File: config.mk
export PLATFORM = sky130hd
export DESIGN_NAME = render_cmd_sequencer_flat
export DESIGN_NICKNAME = d
export VERILOG_FILES = /design/src/rtl/render_cmd_sequencer_pkg.sv /design/src/rtl/render_cmd_sequencer_if.sv /design/src/rtl/render_cmd_sequencer_drain.sv /design/src/rtl/render_cmd_sequencer.sv /design/src/flat_wrapper.sv
export SDC_FILE = /design/constraint.sdc
export NUM_CORES = 1
export LEC_CHECK = 0
export ABC_AREA = 1
export BUFFER_PORTS_ARGS = -buffer_cell sky130_fd_sc_hd__buf_4
export CORE_AREA = 2 2 152 154
export CTS_BUF_LIST = sky130_fd_sc_hd__clkbuf_4
export CTS_CLUSTER_DIAMETER = 40
export DETAILED_ROUTE_END_ITERATION = 16
export DIE_AREA = 0 0 154 156
export MAX_ROUTING_LAYER = met4
export PLACE_DENSITY_LB_ADDON = 0.05
export SETUP_SLACK_MARGIN = 0.4
export SYNTH_ARGS = -nofsm -noshare
export SYNTH_HDL_FRONTEND = slang
export SYNTH_SLANG_ARGS = --single-unit
File: constraint.sdc
create_clock -name clk_i -period 2.7 [get_ports clk_i]
set_input_delay 0.135 -clock clk_i [delete_from_list [all_inputs] [get_ports clk_i]]
set_output_delay 0.135 -clock clk_i [all_outputs]
set_load 0.005 [all_outputs]
File: src/rtl/render_cmd_sequencer_pkg.sv
// Shared types for the render command sequencer: command opcodes, vertex/colour
// formats and the sequencer state encoding.
package render_cmd_sequencer_pkg;

    typedef enum logic [1:0] {
        CMD_DRAW  = 2'd0,
        CMD_CLEAR = 2'd1,
        CMD_FENCE = 2'd2,
        CMD_NOP   = 2'd3
    } render_cmd_t;

    localparam int CLR_MASK_COLOR = 0;
    localparam int CLR_MASK_DEPTH = 1;

    typedef struct packed {
        logic [4:0] r;
        logic [5:0] g;
        logic [4:0] b;
    } rgb565_t;

    typedef struct packed {
        logic [15:0] x;
        logic [15:0] y;
        logic [15:0] z;
    } vertex_t;

    typedef enum logic [2:0] {
        S_IDLE,
        S_TRI,
        S_DRAIN,
        S_CLR_ISSUE,
        S_CLR_WAIT,
        S_FENCE
    } seq_state_t;

    // True once every target selected by mask has been observed clearing.
    function automatic logic targets_seen(input logic [1:0] mask, input logic [1:0] seen);
        return &(seen | ~mask);
    endfunction

endpackage

File: src/rtl/render_cmd_sequencer_if.sv
// Command-side and rasterizer-side bus of the render command sequencer.
// master = command source / rasterizer side, slave = the sequencer.
interface render_cmd_sequencer_if #(
    parameter int CNT_W = 16
) ();
    import render_cmd_sequencer_pkg::*;

    logic        cmd_valid;
    logic        cmd_ready;
    render_cmd_t cmd_op;
    vertex_t     cmd_v0, cmd_v1, cmd_v2;
    logic [1:0]  cmd_clear_mask;
    rgb565_t     cmd_clear_color;
    logic [15:0] cmd_clear_depth;

    vertex_t     tri_v0, tri_v1, tri_v2;
    logic        tri_valid;
    logic        tri_ready;
    logic        rast_busy;
    logic        frag_valid;

    logic        fb_clear;
    rgb565_t     fb_clear_color;
    logic        fb_clearing;
    logic        depth_clear;
    logic [15:0] depth_clear_value;
    logic        depth_clearing;

    logic             fence_done;
    logic [CNT_W-1:0] tri_count;
    logic             idle;

    modport master (
        output cmd_valid, cmd_op, cmd_v0, cmd_v1, cmd_v2, cmd_clear_mask,
               cmd_clear_color, cmd_clear_depth, tri_ready, rast_busy, frag_valid,
               fb_clearing, depth_clearing,
        input  cmd_ready, tri_v0, tri_v1, tri_v2, tri_valid, fb_clear, fb_clear_color,
               depth_clear, depth_clear_value, fence_done, tri_count, idle
    );

    modport slave (
        input  cmd_valid, cmd_op, cmd_v0, cmd_v1, cmd_v2, cmd_clear_mask,
               cmd_clear_color, cmd_clear_depth, tri_ready, rast_busy, frag_valid,
               fb_clearing, depth_clearing,
        output cmd_ready, tri_v0, tri_v1, tri_v2, tri_valid, fb_clear, fb_clear_color,
               depth_clear, depth_clear_value, fence_done, tri_count, idle
    );

endinterface

File: src/rtl/render_cmd_sequencer_drain.sv
// Quiet-cycle counter: drained_o rises the cycle after DRAIN_CYCLES consecutive
// quiet cycles have been seen while enabled; start_i restarts the count.
module pipe_drain_detect #(
    parameter int DRAIN_CYCLES = 32
) (
    input  logic clk_i,
    input  logic rst_i,
    input  logic start_i,
    input  logic en_i,
    input  logic busy_i,
    output logic drained_o
);
    localparam int W = (DRAIN_CYCLES > 1) ? $clog2(DRAIN_CYCLES) : 1;
    localparam logic [W-1:0] LAST = W'(DRAIN_CYCLES - 1);

    logic [W-1:0] cnt_q, cnt_d;
    logic         drained_q, drained_d;

    // The count saturates at LAST so a quiet pipeline keeps reporting drained.
    always_comb begin
        cnt_d     = cnt_q;
        drained_d = 1'b0;
        if (start_i) begin
            cnt_d = '0;
        end else if (en_i) begin
            if (busy_i)             cnt_d = '0;
            else if (cnt_q != LAST) cnt_d = cnt_q + 1'b1;
            drained_d = !busy_i && (cnt_q == LAST);
        end
    end

    always_ff @(posedge clk_i) begin
        if (rst_i) begin
            cnt_q     <= '0;
            drained_q <= 1'b0;
        end else begin
            cnt_q     <= cnt_d;
            drained_q <= drained_d;
        end
    end

    assign drained_o = drained_q;

endmodule

File: src/rtl/render_cmd_sequencer.sv
// Render command front end: runs one command at a time onto the rasterizer,
// holding clears and fences until earlier fragments have drained.
module render_cmd_sequencer
    import render_cmd_sequencer_pkg::*;
#(
    parameter int DRAIN_CYCLES = 32,
    parameter int CNT_W        = 16
) (
    input  logic                 clk_i,
    input  logic                 rst_i,
    render_cmd_sequencer_if.slave bus
);
    seq_state_t       state_q, state_d;
    render_cmd_t      op_q;
    vertex_t          v0_q, v1_q, v2_q;
    logic [1:0]       mask_q, seen_q, seen_d;
    rgb565_t          color_q;
    logic [15:0]      depth_q;
    logic [CNT_W-1:0] tri_count_q;

    logic accept, drained, clear_done;
    logic cmd_ready, tri_valid, fb_clear, depth_clear, fence_done, idle;

    assign accept = bus.cmd_valid && (state_q == S_IDLE);

    pipe_drain_detect #(.DRAIN_CYCLES(DRAIN_CYCLES)) u_drain (
        .clk_i     (clk_i),
        .rst_i     (rst_i),
        .start_i   (accept),
        .en_i      (state_q == S_DRAIN),
        .busy_i    (bus.rast_busy || bus.frag_valid),
        .drained_o (drained)
    );

    always_comb begin
        seen_d = seen_q;
        if (state_q == S_CLR_ISSUE)     seen_d = '0;
        else if (state_q == S_CLR_WAIT) seen_d = seen_q | {bus.depth_clearing, bus.fb_clearing};
    end

    assign clear_done = targets_seen(mask_q, seen_d) && !bus.fb_clearing && !bus.depth_clearing;

    always_ff @(posedge clk_i) begin
        if (rst_i) state_q <= S_IDLE;
        else       state_q <= state_d;
    end

    always_comb begin
        state_d = state_q;
        case (state_q)
            S_IDLE: if (accept) begin
                case (bus.cmd_op)
                    CMD_DRAW:  state_d = S_TRI;
                    CMD_CLEAR: if (bus.cmd_clear_mask != 2'b00) state_d = S_DRAIN;
                    CMD_FENCE: state_d = S_DRAIN;
                    default:   state_d = S_IDLE;
                endcase
            end
            S_TRI:       if (bus.tri_ready) state_d = S_IDLE;
            S_DRAIN:     if (drained) state_d = (op_q == CMD_FENCE) ? S_FENCE : S_CLR_ISSUE;
            S_CLR_ISSUE: state_d = S_CLR_WAIT;
            S_CLR_WAIT:  if (clear_done) state_d = S_IDLE;
            S_FENCE:     state_d = S_IDLE;
            default:     state_d = S_IDLE;
        endcase
    end

    always_comb begin
        cmd_ready   = 1'b0;
        tri_valid   = 1'b0;
        fb_clear    = 1'b0;
        depth_clear = 1'b0;
        fence_done  = 1'b0;
        idle        = 1'b0;
        case (state_q)
            S_IDLE: begin
                cmd_ready = 1'b1;
                idle      = 1'b1;
            end
            S_TRI:       tri_valid = 1'b1;
            S_CLR_ISSUE: begin
                fb_clear    = mask_q[CLR_MASK_COLOR];
                depth_clear = mask_q[CLR_MASK_DEPTH];
            end
            S_FENCE:     fence_done = 1'b1;
            default:     ;
        endcase
    end

    // Vertices only move on a new DRAW: triangle setup may sample them late.
    always_ff @(posedge clk_i) begin
        if (rst_i) begin
            op_q        <= CMD_NOP;
            v0_q        <= '0;
            v1_q        <= '0;
            v2_q        <= '0;
            mask_q      <= '0;
            color_q     <= '0;
            depth_q     <= '0;
            seen_q      <= '0;
            tri_count_q <= '0;
        end else begin
            seen_q <= seen_d;
            if (accept) begin
                op_q <= bus.cmd_op;
                if (bus.cmd_op == CMD_DRAW) begin
                    v0_q <= bus.cmd_v0;
                    v1_q <= bus.cmd_v1;
                    v2_q <= bus.cmd_v2;
                end
                if (bus.cmd_op == CMD_CLEAR && bus.cmd_clear_mask != 2'b00) begin
                    mask_q  <= bus.cmd_clear_mask;
                    color_q <= bus.cmd_clear_color;
                    depth_q <= bus.cmd_clear_depth;
                end
            end
            if (state_q == S_TRI && bus.tri_ready) tri_count_q <= tri_count_q + 1'b1;
        end
    end

    assign bus.cmd_ready         = cmd_ready;
    assign bus.tri_valid         = tri_valid;
    assign bus.tri_v0            = v0_q;
    assign bus.tri_v1            = v1_q;
    assign bus.tri_v2            = v2_q;
    assign bus.fb_clear          = fb_clear;
    assign bus.fb_clear_color    = color_q;
    assign bus.depth_clear       = depth_clear;
    assign bus.depth_clear_value = depth_q;
    assign bus.fence_done        = fence_done;
    assign bus.tri_count         = tri_count_q;
    assign bus.idle              = idle;

endmodule
File: src/flat_wrapper.sv
// flat-port wrapper written by rule: the top's interface ports become plain ports
module render_cmd_sequencer_flat import render_cmd_sequencer_pkg::*;
#(
    parameter int DRAIN_CYCLES = 32,
    parameter int CNT_W        = 16
)
  (clk_i, rst_i, bus_cmd_valid, bus_cmd_op, bus_cmd_v0, bus_cmd_v1, bus_cmd_v2, bus_cmd_clear_mask, bus_cmd_clear_color, bus_cmd_clear_depth, bus_tri_ready, bus_rast_busy, bus_frag_valid, bus_fb_clearing, bus_depth_clearing, bus_cmd_ready, bus_tri_v0, bus_tri_v1, bus_tri_v2, bus_tri_valid, bus_fb_clear, bus_fb_clear_color, bus_depth_clear, bus_depth_clear_value, bus_fence_done, bus_tri_count, bus_idle);
  render_cmd_sequencer_if #(.CNT_W(CNT_W)) bus_i ();
  input  logic clk_i;
  input  logic rst_i;
  input wire logic [$bits(bus_i.cmd_valid)-1:0] bus_cmd_valid;
  input wire logic [$bits(bus_i.cmd_op)-1:0] bus_cmd_op;
  input wire logic [$bits(bus_i.cmd_v0)-1:0] bus_cmd_v0;
  input wire logic [$bits(bus_i.cmd_v1)-1:0] bus_cmd_v1;
  input wire logic [$bits(bus_i.cmd_v2)-1:0] bus_cmd_v2;
  input wire logic [$bits(bus_i.cmd_clear_mask)-1:0] bus_cmd_clear_mask;
  input wire logic [$bits(bus_i.cmd_clear_color)-1:0] bus_cmd_clear_color;
  input wire logic [$bits(bus_i.cmd_clear_depth)-1:0] bus_cmd_clear_depth;
  input wire logic [$bits(bus_i.tri_ready)-1:0] bus_tri_ready;
  input wire logic [$bits(bus_i.rast_busy)-1:0] bus_rast_busy;
  input wire logic [$bits(bus_i.frag_valid)-1:0] bus_frag_valid;
  input wire logic [$bits(bus_i.fb_clearing)-1:0] bus_fb_clearing;
  input wire logic [$bits(bus_i.depth_clearing)-1:0] bus_depth_clearing;
  output wire logic [$bits(bus_i.cmd_ready)-1:0] bus_cmd_ready;
  output wire logic [$bits(bus_i.tri_v0)-1:0] bus_tri_v0;
  output wire logic [$bits(bus_i.tri_v1)-1:0] bus_tri_v1;
  output wire logic [$bits(bus_i.tri_v2)-1:0] bus_tri_v2;
  output wire logic [$bits(bus_i.tri_valid)-1:0] bus_tri_valid;
  output wire logic [$bits(bus_i.fb_clear)-1:0] bus_fb_clear;
  output wire logic [$bits(bus_i.fb_clear_color)-1:0] bus_fb_clear_color;
  output wire logic [$bits(bus_i.depth_clear)-1:0] bus_depth_clear;
  output wire logic [$bits(bus_i.depth_clear_value)-1:0] bus_depth_clear_value;
  output wire logic [$bits(bus_i.fence_done)-1:0] bus_fence_done;
  output wire logic [$bits(bus_i.tri_count)-1:0] bus_tri_count;
  output wire logic [$bits(bus_i.idle)-1:0] bus_idle;
  assign bus_i.cmd_valid = bus_cmd_valid;
  assign bus_i.cmd_op = bus_cmd_op;
  assign bus_i.cmd_v0 = bus_cmd_v0;
  assign bus_i.cmd_v1 = bus_cmd_v1;
  assign bus_i.cmd_v2 = bus_cmd_v2;
  assign bus_i.cmd_clear_mask = bus_cmd_clear_mask;
  assign bus_i.cmd_clear_color = bus_cmd_clear_color;
  assign bus_i.cmd_clear_depth = bus_cmd_clear_depth;
  assign bus_i.tri_ready = bus_tri_ready;
  assign bus_i.rast_busy = bus_rast_busy;
  assign bus_i.frag_valid = bus_frag_valid;
  assign bus_i.fb_clearing = bus_fb_clearing;
  assign bus_i.depth_clearing = bus_depth_clearing;
  assign bus_cmd_ready = bus_i.cmd_ready;
  assign bus_tri_v0 = bus_i.tri_v0;
  assign bus_tri_v1 = bus_i.tri_v1;
  assign bus_tri_v2 = bus_i.tri_v2;
  assign bus_tri_valid = bus_i.tri_valid;
  assign bus_fb_clear = bus_i.fb_clear;
  assign bus_fb_clear_color = bus_i.fb_clear_color;
  assign bus_depth_clear = bus_i.depth_clear;
  assign bus_depth_clear_value = bus_i.depth_clear_value;
  assign bus_fence_done = bus_i.fence_done;
  assign bus_tri_count = bus_i.tri_count;
  assign bus_idle = bus_i.idle;
  render_cmd_sequencer #(.DRAIN_CYCLES(DRAIN_CYCLES), .CNT_W(CNT_W)) u_core (.clk_i(clk_i), .rst_i(rst_i), .bus(bus_i));
endmodule
==> impl_metrics.toml <==
[outcome]
outcome = "finished clean"

[floorplanning]
num_rows = 55
io_pins = 386
initial_core_util_pct = 38.8
die_w_um = 154
die-area_um2 = 24000
die_h_um = 156
core_um2 = 22400

[power_and_ir_drop]
p_total_mw = 8.42
p_leak_nw = 5.96
vdd_drop_max_uv = 455
power_density_nw_per_um2 = 586

[timing]
finalCritPeriodShare_pct = 80.6
fmax_ghz = 0.460
worstMarginPinSlew_ps = 914
maxSlewViolCount = 0
rsz0062_at_grt = "no"
final_hold_viol_count = 0
setup_tns_ps = 0
hold_ws_ps = 216
slew_headroom_pct = 39.1
fin_skew_ps = 33.4
setup_violations = 0
finalCriticalPeriod_ps = 2180

[global_routing]
grt-ovfl-total = 0
use_met2_pct = 39.9
use_met3_pct = 6.42
antenna_found_initial = 1
grt_pass1_vias = 9271
grt_start_max_net_pins = 145
grt_first_pass_wirelength_um = 46300
grt-busiest-layer = "met2"
grt_util_met1_pct = 28.0
grt_usage_pct = 24.2

[drt]
drt_iter0_drc = 591
drc = 0
ant_nets = 0
wl_per_cell_um = 15.4
postRouteWirelength_um = 29900
vias = 9340
dr.pass1.iters = 5
via_per_inst = 4.82

[hold_path]
min_path_type = "in2reg"

[flow_run]
maxCapViolations = 0

[synth]
ys_warn_count = 0
synth_edf_count = 0
async_flop_share_pct = 0
avgSynthCellArea_um2 = 8.48
synth_top_flop_cell = "dfxtp_1"
syn-instance-count = 1025
netlist_area_um2 = 8690
ys_seq_area_share_pct = 47.7
ys_seq_elements = 207
synth_cell_types = 35
synth_fp_nets = 1219

[clocking]
clock_sinks = 207
cts_tree = "built"
clkSlewWorstSetupHoldPaths_ps = 70
clk_path_buf_depth = 3
cts_inserted_buffers = 56
htree_levels = 2
clock_latency_ps = 670
cts_root_buf = "clkbuf_4"

[worst_setup_path]
required_ps = 3230
path_common_cell = "dlygate4sd3_1"
crit_type = "in2reg"
cp-start-kind = "input port"
cp_max_fo = 6
r2r_slack_ps = 540
slowest_stage = "dlygate4sd3_1"
cp_slowest_stage_delay_ps = 650
crit_chain = "dlygate4sd3_1 > buf_4 > nor2_1 > dlygate4sd3_1 > nand2_1 > nand3_2 > inv_1 > nand3_1 > a21oi_1 > dlygate4sd3_1"
critPathArrivalTime_ps = 2700
end_kind = "flip-flop"

[layout]
design_area_um2 = 14400
nets = 1803
drive_gt1_share_pct = 38.3
syn_to_final_growth_pct = 65.4
fin_cells = 1938

[placement]
io_buffer_count = 385
place.gp.congestion = 0.814
dp_cells = 1630
dp_hpwl_um = 17800
placed_area_um2 = 11600
## placed cells by master, fill, tap and decap left out, drive strengths merged, types with 2 or more instances in the layout
| master | synthesis | layout |
|---|---|---|
| a211oi | 2 | 2 |
| a21oi | 194 | 194 |
| a31oi | 2 | 2 |
| buf | 45 | 396 |
| clkbuf | 30 | 91 |
| clkinv | 0 | 7 |
| dfxtp | 207 | 207 |
| diode | 0 | 2 |
| dlygate4sd3 | 0 | 204 |
| ha | 6 | 6 |
| inv | 71 | 73 |
| nand2 | 206 | 206 |
| nand3 | 158 | 158 |
| nand4 | 4 | 4 |
| nor2 | 37 | 37 |
| nor3 | 8 | 8 |
| o211ai | 3 | 3 |
| o21ai | 46 | 47 |
| xor2 | 2 | 2 |
## report_power, final
| part | switching (mW) | internal [mW] |
|---|---|---|
| Sequential | 0.155 | 3.29 |
| Combinational | 1.16 | 0.999 |
| Clock | 1.31 | 1.51 |
| Total | 2.62 | 5.80 |
## logic make-up after synthesis
family	count (synthesis)	synth area share, %
buffers and inverters	146	9.20
XOR/XNOR	2	0.202
AO/OA/AOI/OAI	248	17.2
AND/OR/NAND/NOR	416	24.8
adder cells (fa/ha/maj)	6	0.864
flip-flops	207	47.7
## registers in the layout, summed over array words and instances, names as in the netlist, 3 cells and up
signal and cells:
u_core.bus.tri_v0 48, u_core.bus.tri_v2 48, u_core.bus.tri_count 16, u_core.bus.fb_clear_color 16, u_core.state_q 3, u_core.bus.depth_clear_value 16, u_core.u_drain.cnt_q 5, u_core.bus.tri_v1 48
## routing by layer
| layer | wire length [µm] | vias up |
|---|---|---|
| li1 | - | 4616 |
| met1 | 12200 | 4304 |
| met2 | 14600 | 354 |
| met3 | 2180 | 66 |
| met4 | 881 | 0 |
| met5 | 0 | - |
## critical path: cells and delay by family
| kind | cells | cell delay [ps] |
|---|---|---|
| AO/OA/AOI/OAI | 1 | 60 |
| AND/OR/NAND/NOR | 4 | 520 |
| buffers and inverters | 5 | 1990 |
## area by class of cell
class	count	area [µm²]
clock inverters	9	33.8
multi-input cells	673	3770
fillers	1891	8000
clock buffers	91	683
well taps	285	357
repair buffers	600	5090
flip-flops and latches	207	4140
diodes	2	5.00
inverters	71	274
## synth_stat cells (2+ instances only)
cell type | number | area [µm²]
a21oi_1 | 134 | 671
nand2_4 | 2 | 22.5
buf_6 | 13 | 146
o21ai_1 | 29 | 145
o21ai_0 | 16 | 80.1
nand3_2 | 61 | 611
ha_1 | 6 | 75.1
o211ai_1 | 3 | 22.5
dfxtp_1 | 207 | 4140
a211oi_1 | 2 | 15.0
nor2_2 | 2 | 12.5
nand3_1 | 97 | 485
xor2_1 | 2 | 17.5
nand2_2 | 3 | 18.8
inv_2 | 3 | 11.3
buf_2 | 23 | 115
nand4_1 | 4 | 25.0
nor2_4 | 4 | 45.0
nor3_1 | 8 | 40.0
inv_1 | 66 | 248
buf_12 | 7 | 140
nand2_1 | 201 | 754
a21oi_2 | 60 | 526
nor2_1 | 31 | 116
a31oi_1 | 2 | 12.5
clkbuf_1 | 30 | 113
## through the flow
stage	utilization (%)	setup WS [ps]
after floorplan	-	1240
after global placement	51.8	767
after detailed placement	51.8	726
after CTS	64.1	517
after global routing	64.2	415
final	64.2	525
## path summary, 6_finish.rpt
check                                                     from  cells past startpoint                                      endpoint
setup / recovery                                bus_frag_valid                     10          u_core.u_drain.cnt_q[4]$_SDFFE_PP0P_
hold / removal                                   bus_cmd_op[1]                      7                u_core.state_q[0]$_SDFFE_PP0P_
setup reg to reg                u_core.state_q[2]$_SDFFE_PP0P_                      9  u_core.bus.depth_clear_value[5]$_SDFFE_PP0P_
hold reg to reg   u_core.bus.depth_clear_value[1]$_SDFFE_PP0P_                      2  u_core.bus.depth_clear_value[1]$_SDFFE_PP0P_
## repair_timing
action / CTS / global route
gates resized for setup: 0 / 4
endpoints found under the setup margin: 0 / 11
hold buffers: 204 / 0
setup buffers: 0 / 1
endpoints found under the hold margin: 197 / 0
No activity file was read; power rests on OpenSTA's default activity.
